==> src/rtl/rgb888_to_gray.sv <==
// RGB888 -> luma Y=(77R+150G+29B)>>8 with hsync/vsync delayed to match; fixed 3-cycle latency, no backpressure.
// Also measures each armed frame against IW x IH and reports via frame_done/geom_err.
module rgb888_to_gray #(
   parameter int IW     = 640,
   parameter int IH     = 480,
   parameter int SRC_DW = 24,
   parameter int DST_DW = 8
) (
   input  logic              pclk,
   input  logic              rst_n,
   input  logic              src_rgb_hsync,
   input  logic              src_rgb_vsync,
   input  logic [SRC_DW-1:0] src_rgb_data,
   output logic              dst_gray_hsync,
   output logic              dst_gray_vsync,
   output logic [DST_DW-1:0] dst_gray_data,
   output logic              frame_done,
   output logic              geom_err
);
   logic [14:0]       r_prod_q, r_prod_d;
   logic [15:0]       g_prod_q, g_prod_d;
   logic [12:0]       b_prod_q, b_prod_d;
   logic [15:0]       sum_q, sum_d;
   logic [DST_DW-1:0] gray_q, gray_d;
   logic [2:0]        hs_sr_q, vs_sr_q;

   logic        hs_prev_q, vs_prev_q, vs_low_seen_q, armed_q;
   logic [15:0] col_cnt_q, col_cnt_d, col_base;
   logic [15:0] line_cnt_q, line_cnt_d;
   logic        line_err_q, line_err_d;
   logic [1:0]  fall_sr_q, bad_sr_q;
   logic        frame_done_q, geom_err_q;
   logic        hs_fall, vs_fall, vs_rise, line_end, armed_fall, frame_bad;
   logic        unused_sum_lsb;

   assign r_prod_d = 15'(src_rgb_data[23:16]) * 15'd77;
   assign g_prod_d = 16'(src_rgb_data[15:8])  * 16'd150;
   assign b_prod_d = 13'(src_rgb_data[7:0])   * 13'd29;
   assign sum_d    = 16'(r_prod_q) + g_prod_q + 16'(b_prod_q);
   // hs_sr_q[1] is the sync bit that travels alongside sum_q into the last stage
   assign gray_d   = hs_sr_q[1] ? sum_q[15 -: DST_DW] : '0;
   assign unused_sum_lsb = ^sum_q[15-DST_DW:0];

   always_comb begin
      hs_fall    = hs_prev_q & ~src_rgb_hsync;
      vs_fall    = vs_prev_q & ~src_rgb_vsync;
      // a frame already open at reset release has no observed low, so it is never armed
      vs_rise    = src_rgb_vsync & ~vs_prev_q & vs_low_seen_q;
      line_end   = hs_fall | (vs_fall & hs_prev_q);
      col_base   = line_end ? 16'd0 : col_cnt_q;
      col_cnt_d  = col_base;
      line_cnt_d = line_cnt_q;
      line_err_d = line_err_q;
      if (src_rgb_hsync && col_base != 16'hFFFF)
         col_cnt_d = col_base + 16'd1;
      if (line_end && armed_q) begin
         if (line_cnt_q != 16'hFFFF)
            line_cnt_d = line_cnt_q + 16'd1;
         if (col_cnt_q != 16'(IW))
            line_err_d = 1'b1;
      end
      if (vs_rise) begin
         line_cnt_d = '0;
         line_err_d = 1'b0;
         col_cnt_d  = {15'd0, src_rgb_hsync};
      end
      armed_fall = vs_fall & armed_q;
      frame_bad  = line_err_d | (line_cnt_d != 16'(IH));
   end

   always_ff @(posedge pclk or negedge rst_n) begin
      if (!rst_n) begin
         r_prod_q      <= '0;
         g_prod_q      <= '0;
         b_prod_q      <= '0;
         sum_q         <= '0;
         gray_q        <= '0;
         hs_sr_q       <= '0;
         vs_sr_q       <= '0;
         hs_prev_q     <= 1'b0;
         vs_prev_q     <= 1'b0;
         vs_low_seen_q <= 1'b0;
         armed_q       <= 1'b0;
         col_cnt_q     <= '0;
         line_cnt_q    <= '0;
         line_err_q    <= 1'b0;
         fall_sr_q     <= '0;
         bad_sr_q      <= '0;
         frame_done_q  <= 1'b0;
         geom_err_q    <= 1'b0;
      end else begin
         r_prod_q      <= r_prod_d;
         g_prod_q      <= g_prod_d;
         b_prod_q      <= b_prod_d;
         sum_q         <= sum_d;
         gray_q        <= gray_d;
         hs_sr_q       <= {hs_sr_q[1:0], src_rgb_hsync};
         vs_sr_q       <= {vs_sr_q[1:0], src_rgb_vsync};
         hs_prev_q     <= src_rgb_hsync;
         vs_prev_q     <= src_rgb_vsync;
         vs_low_seen_q <= vs_low_seen_q | ~src_rgb_vsync;
         armed_q       <= armed_q | vs_rise;
         col_cnt_q     <= col_cnt_d;
         line_cnt_q    <= line_cnt_d;
         line_err_q    <= line_err_d;
         // verdict rides with the vsync delay line so it lands as dst vsync falls
         fall_sr_q     <= {fall_sr_q[0], armed_fall};
         bad_sr_q      <= {bad_sr_q[0], frame_bad};
         frame_done_q  <= fall_sr_q[1];
         if (fall_sr_q[1])
            geom_err_q <= bad_sr_q[1];
      end
   end

   assign dst_gray_hsync = hs_sr_q[2];
   assign dst_gray_vsync = vs_sr_q[2];
   assign dst_gray_data  = gray_q;
   assign frame_done     = frame_done_q;
   assign geom_err       = geom_err_q;
endmodule

==> config.mk <==
export PLATFORM = sky130hd
export DESIGN_NAME = rgb888_to_gray
export DESIGN_NICKNAME = d
export VERILOG_FILES = /design/src/rtl/rgb888_to_gray.sv
export SDC_FILE = /design/constraint.sdc
export NUM_CORES = 1
export LEC_CHECK = 0
export BUFFER_PORTS_ARGS = -buffer_cell sky130_fd_sc_hd__buf_2
export CAP_MARGIN = 20
export CORE_MARGIN = 1.5
export CORE_UTILIZATION = 48
export CTS_BUF_LIST = sky130_fd_sc_hd__clkbuf_16
export CTS_CLUSTER_SIZE = 10
export DETAILED_ROUTE_END_ITERATION = 10
export HOLD_SLACK_MARGIN = 0.06
export PLACE_DENSITY = 0.65
export SLEW_MARGIN = 30
export SYNTH_ARGS = -nofsm -noshare
export SYNTH_HDL_FRONTEND = slang
export SYNTH_SLANG_ARGS = --single-unit
export TNS_END_PERCENT = 5
==> constraint.sdc <==
create_clock -name pclk -period 3.6 [get_ports pclk]
set_input_delay 0.72 -clock pclk [delete_from_list [all_inputs] [get_ports pclk]]
set_output_delay 0.72 -clock pclk [all_outputs]
set_load 0.05 [all_outputs]
Yosys cells after proc, flatten, opt, wreduce, memory -nomap -nowiden
Cells that the tools add are included.
{"block": "word_totals", "register_bits": 116, "mem_count": 0, "romBits": 0, "latchBits": 0, "inputBits": 28, "output_inout_bits": 12, "mem_bits_rw": 0}
{"block": "op_classes", "add_sub_neg": 4, "n_bitwise": 13, "order_cmp": 0, "multipliers": 3, "muxes": 10, "shift": 0, "n_eq_ne": 4, "div": 0, "reduce_logical": 2}
{"cell": "$mux W16", "count": 6}
{"cell": "$add A16 B1 Y16 const B", "count": 2}
{"cell": "$ne A16 B16 Y1 const B", "count": 2}
{"cell": "$mul A8 B7 Y15 const B", "count": 2}
{"cell": "$add A15 B16 Y16", "count": 1}
{"cell": "$add A16 B13 Y16", "count": 1}
{"cell": "$ne A16 B10 Y1 const B", "count": 1}
{"cell": "$ne A16 B9 Y1 const B", "count": 1}
{"cell": "$mul A8 B5 Y13 const B", "count": 1}
{"cell": "$mux W8", "count": 1}
{"cell": "$and A1 B1 Y1", "count": 6}
{"cell": "$or A1 B1 Y1", "count": 4}
{"cell": "$mux W1", "count": 3}
{"cell": "$not A1 Y1", "count": 3}
{"cell": "$logic_and A1 B1 Y1", "count": 2}

Depth between registers and ports, before layout
{"block": "depth", "depth_word": 9, "depth_mapped": 14}

Worst setup path before layout
Ideal clock, no wire load.
{"block": "synth_timing", "path_type": "in2reg", "start": "in src_rgb_data[1]", "end": "reg b_prod_q[12]", "setup_time_ns": 0.120, "setup_slack_ns": -0.171, "path_buffers": 0, "t_required_ns": 3.480, "path_stages": 12, "arrival_time_ns": 3.652, "path_cell_list": "inv_1 -> fa_1 -> inv_1 -> ha_1 -> fa_1 -> ha_1 -> a21oi_1 -> o21bai_1 -> a21oi_1 -> o21ai_0 -> or4_1 -> and3_1"}
{"block": "synth_between", "elab_chain_cells": 1}
{"item": "start, declared", "line": "13", "text": "input logic [SRC_DW-1:0] src_rgb_data,"}
{"item": "$mul A8 B5 Y13", "line": "38", "text": "assign b_prod_d = 13'(src_rgb_data[7:0]) * 13'd29;"}
{"item": "named net b_prod_d[12]", "line": "22", "text": "logic [12:0] b_prod_q, b_prod_d;"}
{"item": "end signal, assigned", "line": "94", "text": "b_prod_q <= b_prod_d;"}
{"item": "end, declared", "line": "22"}
The timed path passes the listed nets, and every way through them passes these cells.
A chain may end at the register's enable or synchronous reset.

Final worst setup path
{"block": "layout_timing", "start": "in src_rgb_data[12]", "end": "reg g_prod_q[13]"}
{"block": "layout_between", "elab_chain_cells": 1}
{"item": "$mul A8 B7 Y15", "line": "37", "text": "assign g_prod_d = 16'(src_rgb_data[15:8]) * 16'd150;"}
{"item": "named net g_prod_d[13]", "line": "21", "text": "logic [15:0] g_prod_q, g_prod_d;"}
{"item": "end signal, assigned", "line": "93", "text": "g_prod_q <= g_prod_d;"}
{"item": "end, declared", "line": "21"}
The timed path passes the listed nets, and every way through them passes these cells.

==> flow_summary.ini <==
[synthesis]
synth.area.top_cells = dfrtp_1 (37%), ha_1 (20%), fa_1 (11%)
synth_most_common_cell = ha_1
synthesis.area_um2 = 7242
seq_area_frac_synth = 0.3663
synthArstFlopShare = 1.000
syn_inst = 668
yosysWarningCount = 0
synth_edf_count = 0
syn-num-nets = 849
synth-seq-cells = 106
synth_cell_type_count = 57
syn-mean-instance-area_um2 = 10.84
synthTopCellsByCount = ha_1 (115), dfrtp_1 (106), inv_1 (75)
yosys.area.top_type_share = 0.3663
yosysTopAreaCell = dfrtp_1
synth_ff_type = dfrtp_1

[place]
placed_area_um2 = 8102
routabilityCongestion = 0.8650
dp_hpwl_um = 10560
portBuffers = 39
place_ws_ns = -0.3600
dpl.cell_count = 944

[power_and_ir_drop]
p_leak_nw = 4.258
peakVddDrop_uv = 341.9
powerDensity_nw_per_um2 = 625.6
power_mw = 5.299

[clock_tree]
cts-root-buf = clkbuf_16
cts_tree = built
clk_pin_slew_ns = 0.07
htreeDepth = 3
cts_inserted_buffers = 9
clock_latency_ns = 0.35
clock_path_buffers = 2
cts.sinks = 106

[worst_hold_path]
min_path_type = reg -> reg

[sta]
drv_slew = 0
clock_skew_ns = 0.007887
hold_violations = 0
rsz0062_at_grt = yes
max_clock_freq_mhz = 284.6
maxSlewHeadroom = 0.4315
worstMarginPinSlew_ns = 0.8450
min_period_over_period = 0.9759
period_needed_ns = 3.513
setup_tns_ns = 0
hold_ws_ns = 0.3591
fin_ws_ns = 0.08690
setup_viol = 0

[floorplanning]
fp-row-count = 44
start_util = 0.4945
die_area_um2 = 15830
die_x_um = 125.8
core_um2 = 14640
pin_count = 40
die_h_um = 125.8

[grt]
grt_util_all_layers = 0.1805
grt_pass1_vias = 5173
grt_pass1_wl_um = 23080
antenna_found_initial = 0
grt_max_degree = 86
overflow = 0

[critical_path]
criticalPathCategory = in -> reg
worstPathRequired_ns = 3.88
worstPathMaxFanout = 2
start_kind = input port
cp.arrival_ns = 3.79
endpoint_kind = flip-flop

[outcome]
status = finished, violations left
violations = design-rule violations

[final_layout]
drive_gt1_frac = 0.1673
final_core_util = 0.5783
finalNetCount = 954
antenna_cells = 0
finalNonFillerCells = 961
stdcell_area_um2 = 8469
syn_to_final_growth_pct = 16.95

[routing]
ant_nets = 0
wl_um = 13210
drt_pass1_iterations = 9
drt_iter0_drc = 125
drc = 1
viasPerCell = 5.260
wl_per_cell_um = 13.74
vias = 5055

[run]
drv_cap = 0
## cells by family after synthesis
kind of cell | count (synthesis) | synth area share
fa+ha+maj | 153 | 0.3037
compound gates | 79 | 0.07412
buf+inv | 81 | 0.04250
flops | 106 | 0.3663
simple gates | 185 | 0.1349
xor+xnor | 59 | 0.07136
mux | 5 | 0.007084
## path summary, 6_finish.rpt
path                            cells after the start        startpoint  slack [ns]           end
max in group asynchronous                           2             rst_n        2.46   g_prod_q[8]
worst min register to register                      0      fall_sr_q[0]        0.36  fall_sr_q[1]
worst min-delay path                                0      fall_sr_q[0]        0.36  fall_sr_q[1]
worst max-delay path                               12  src_rgb_data[12]        0.09  g_prod_q[13]
min in group asynchronous                           1             rst_n        0.38  col_cnt_q[6]
worst max register to register                      8     line_cnt_q[0]        0.37   bad_sr_q[0]
## flip-flops by register name (all words and copies together), names as in the netlist
register	flops
hs_sr_q	3
vs_low_seen_q	1
r_prod_q	15
b_prod_q	13
sum_q	8
vs_sr_q	3
armed_q	1
bad_sr_q	2
col_cnt_q	16
dst_gray_data	8
frame_done	1
line_cnt_q	16
line_err_q	1
geom_err	1
fall_sr_q	2
g_prod_q	15
## routing by layer
layer  GRT usage  up-vias  share of wire
met4     0.05139        0          0.013
met2      0.3329       90           0.51
met3     0.03611       18          0.034
met1      0.2132     2448           0.44
met5           0        -              0
li1            -     2499              -
## critical path: stages
cell and delay [ns]:
buf_2 0.11, ha_1 0.29, ha_1 0.27, inv_1 0.05, fa_1 0.49, fa_1 0.51
inv_1 0.04, ha_1 0.29, o21a_1 0.13, o41a_1 0.35, a311oi_2 0.36, xnor2_1 0.16
## area by class of cell
class,instances,area [um2]
multi-input cells,481,4354
clock inverters,6,66.31
fillers,1300,6175
well taps,184,230.2
flip-flops and latches,106,2653
repair buffers,100,659.4
inverters,75,281.5
clock buffers,9,225.2
## power by group
part           internal, mW  switching [mW]  total [mW]
registers              1.50           0.152        1.65
clock network         0.537           0.426       0.963
logic                  1.30            1.38        2.69
## layout by cell type (no fill, tap or decap), types with 4 or more instances in the layout
master and n:
buf_2 38, nor3_1 12, nand4_1 12, nor4_1 7
xnor2_1 33, a21oi_1 22, xor2_1 26, nor2_1 49
ha_1 112, and3_1 7, and2_1 14, nand3_1 16
clkbuf_16 9, nor2b_1 4, nand2b_1 6, o21ai_0 9
nand2_1 33, a21o_1 8, inv_1 76, fa_1 38
mux2i_1 4, buf_4 61, dfrtp_1 106, or4_1 5
## what timing repair did
action                     CTS  global route
buffers inserted             0             2
resized for setup            0            11
hold buffers                 0             0
setup endpoints to repair    0             9
Note: power is estimated with default switching activity, not from simulation.
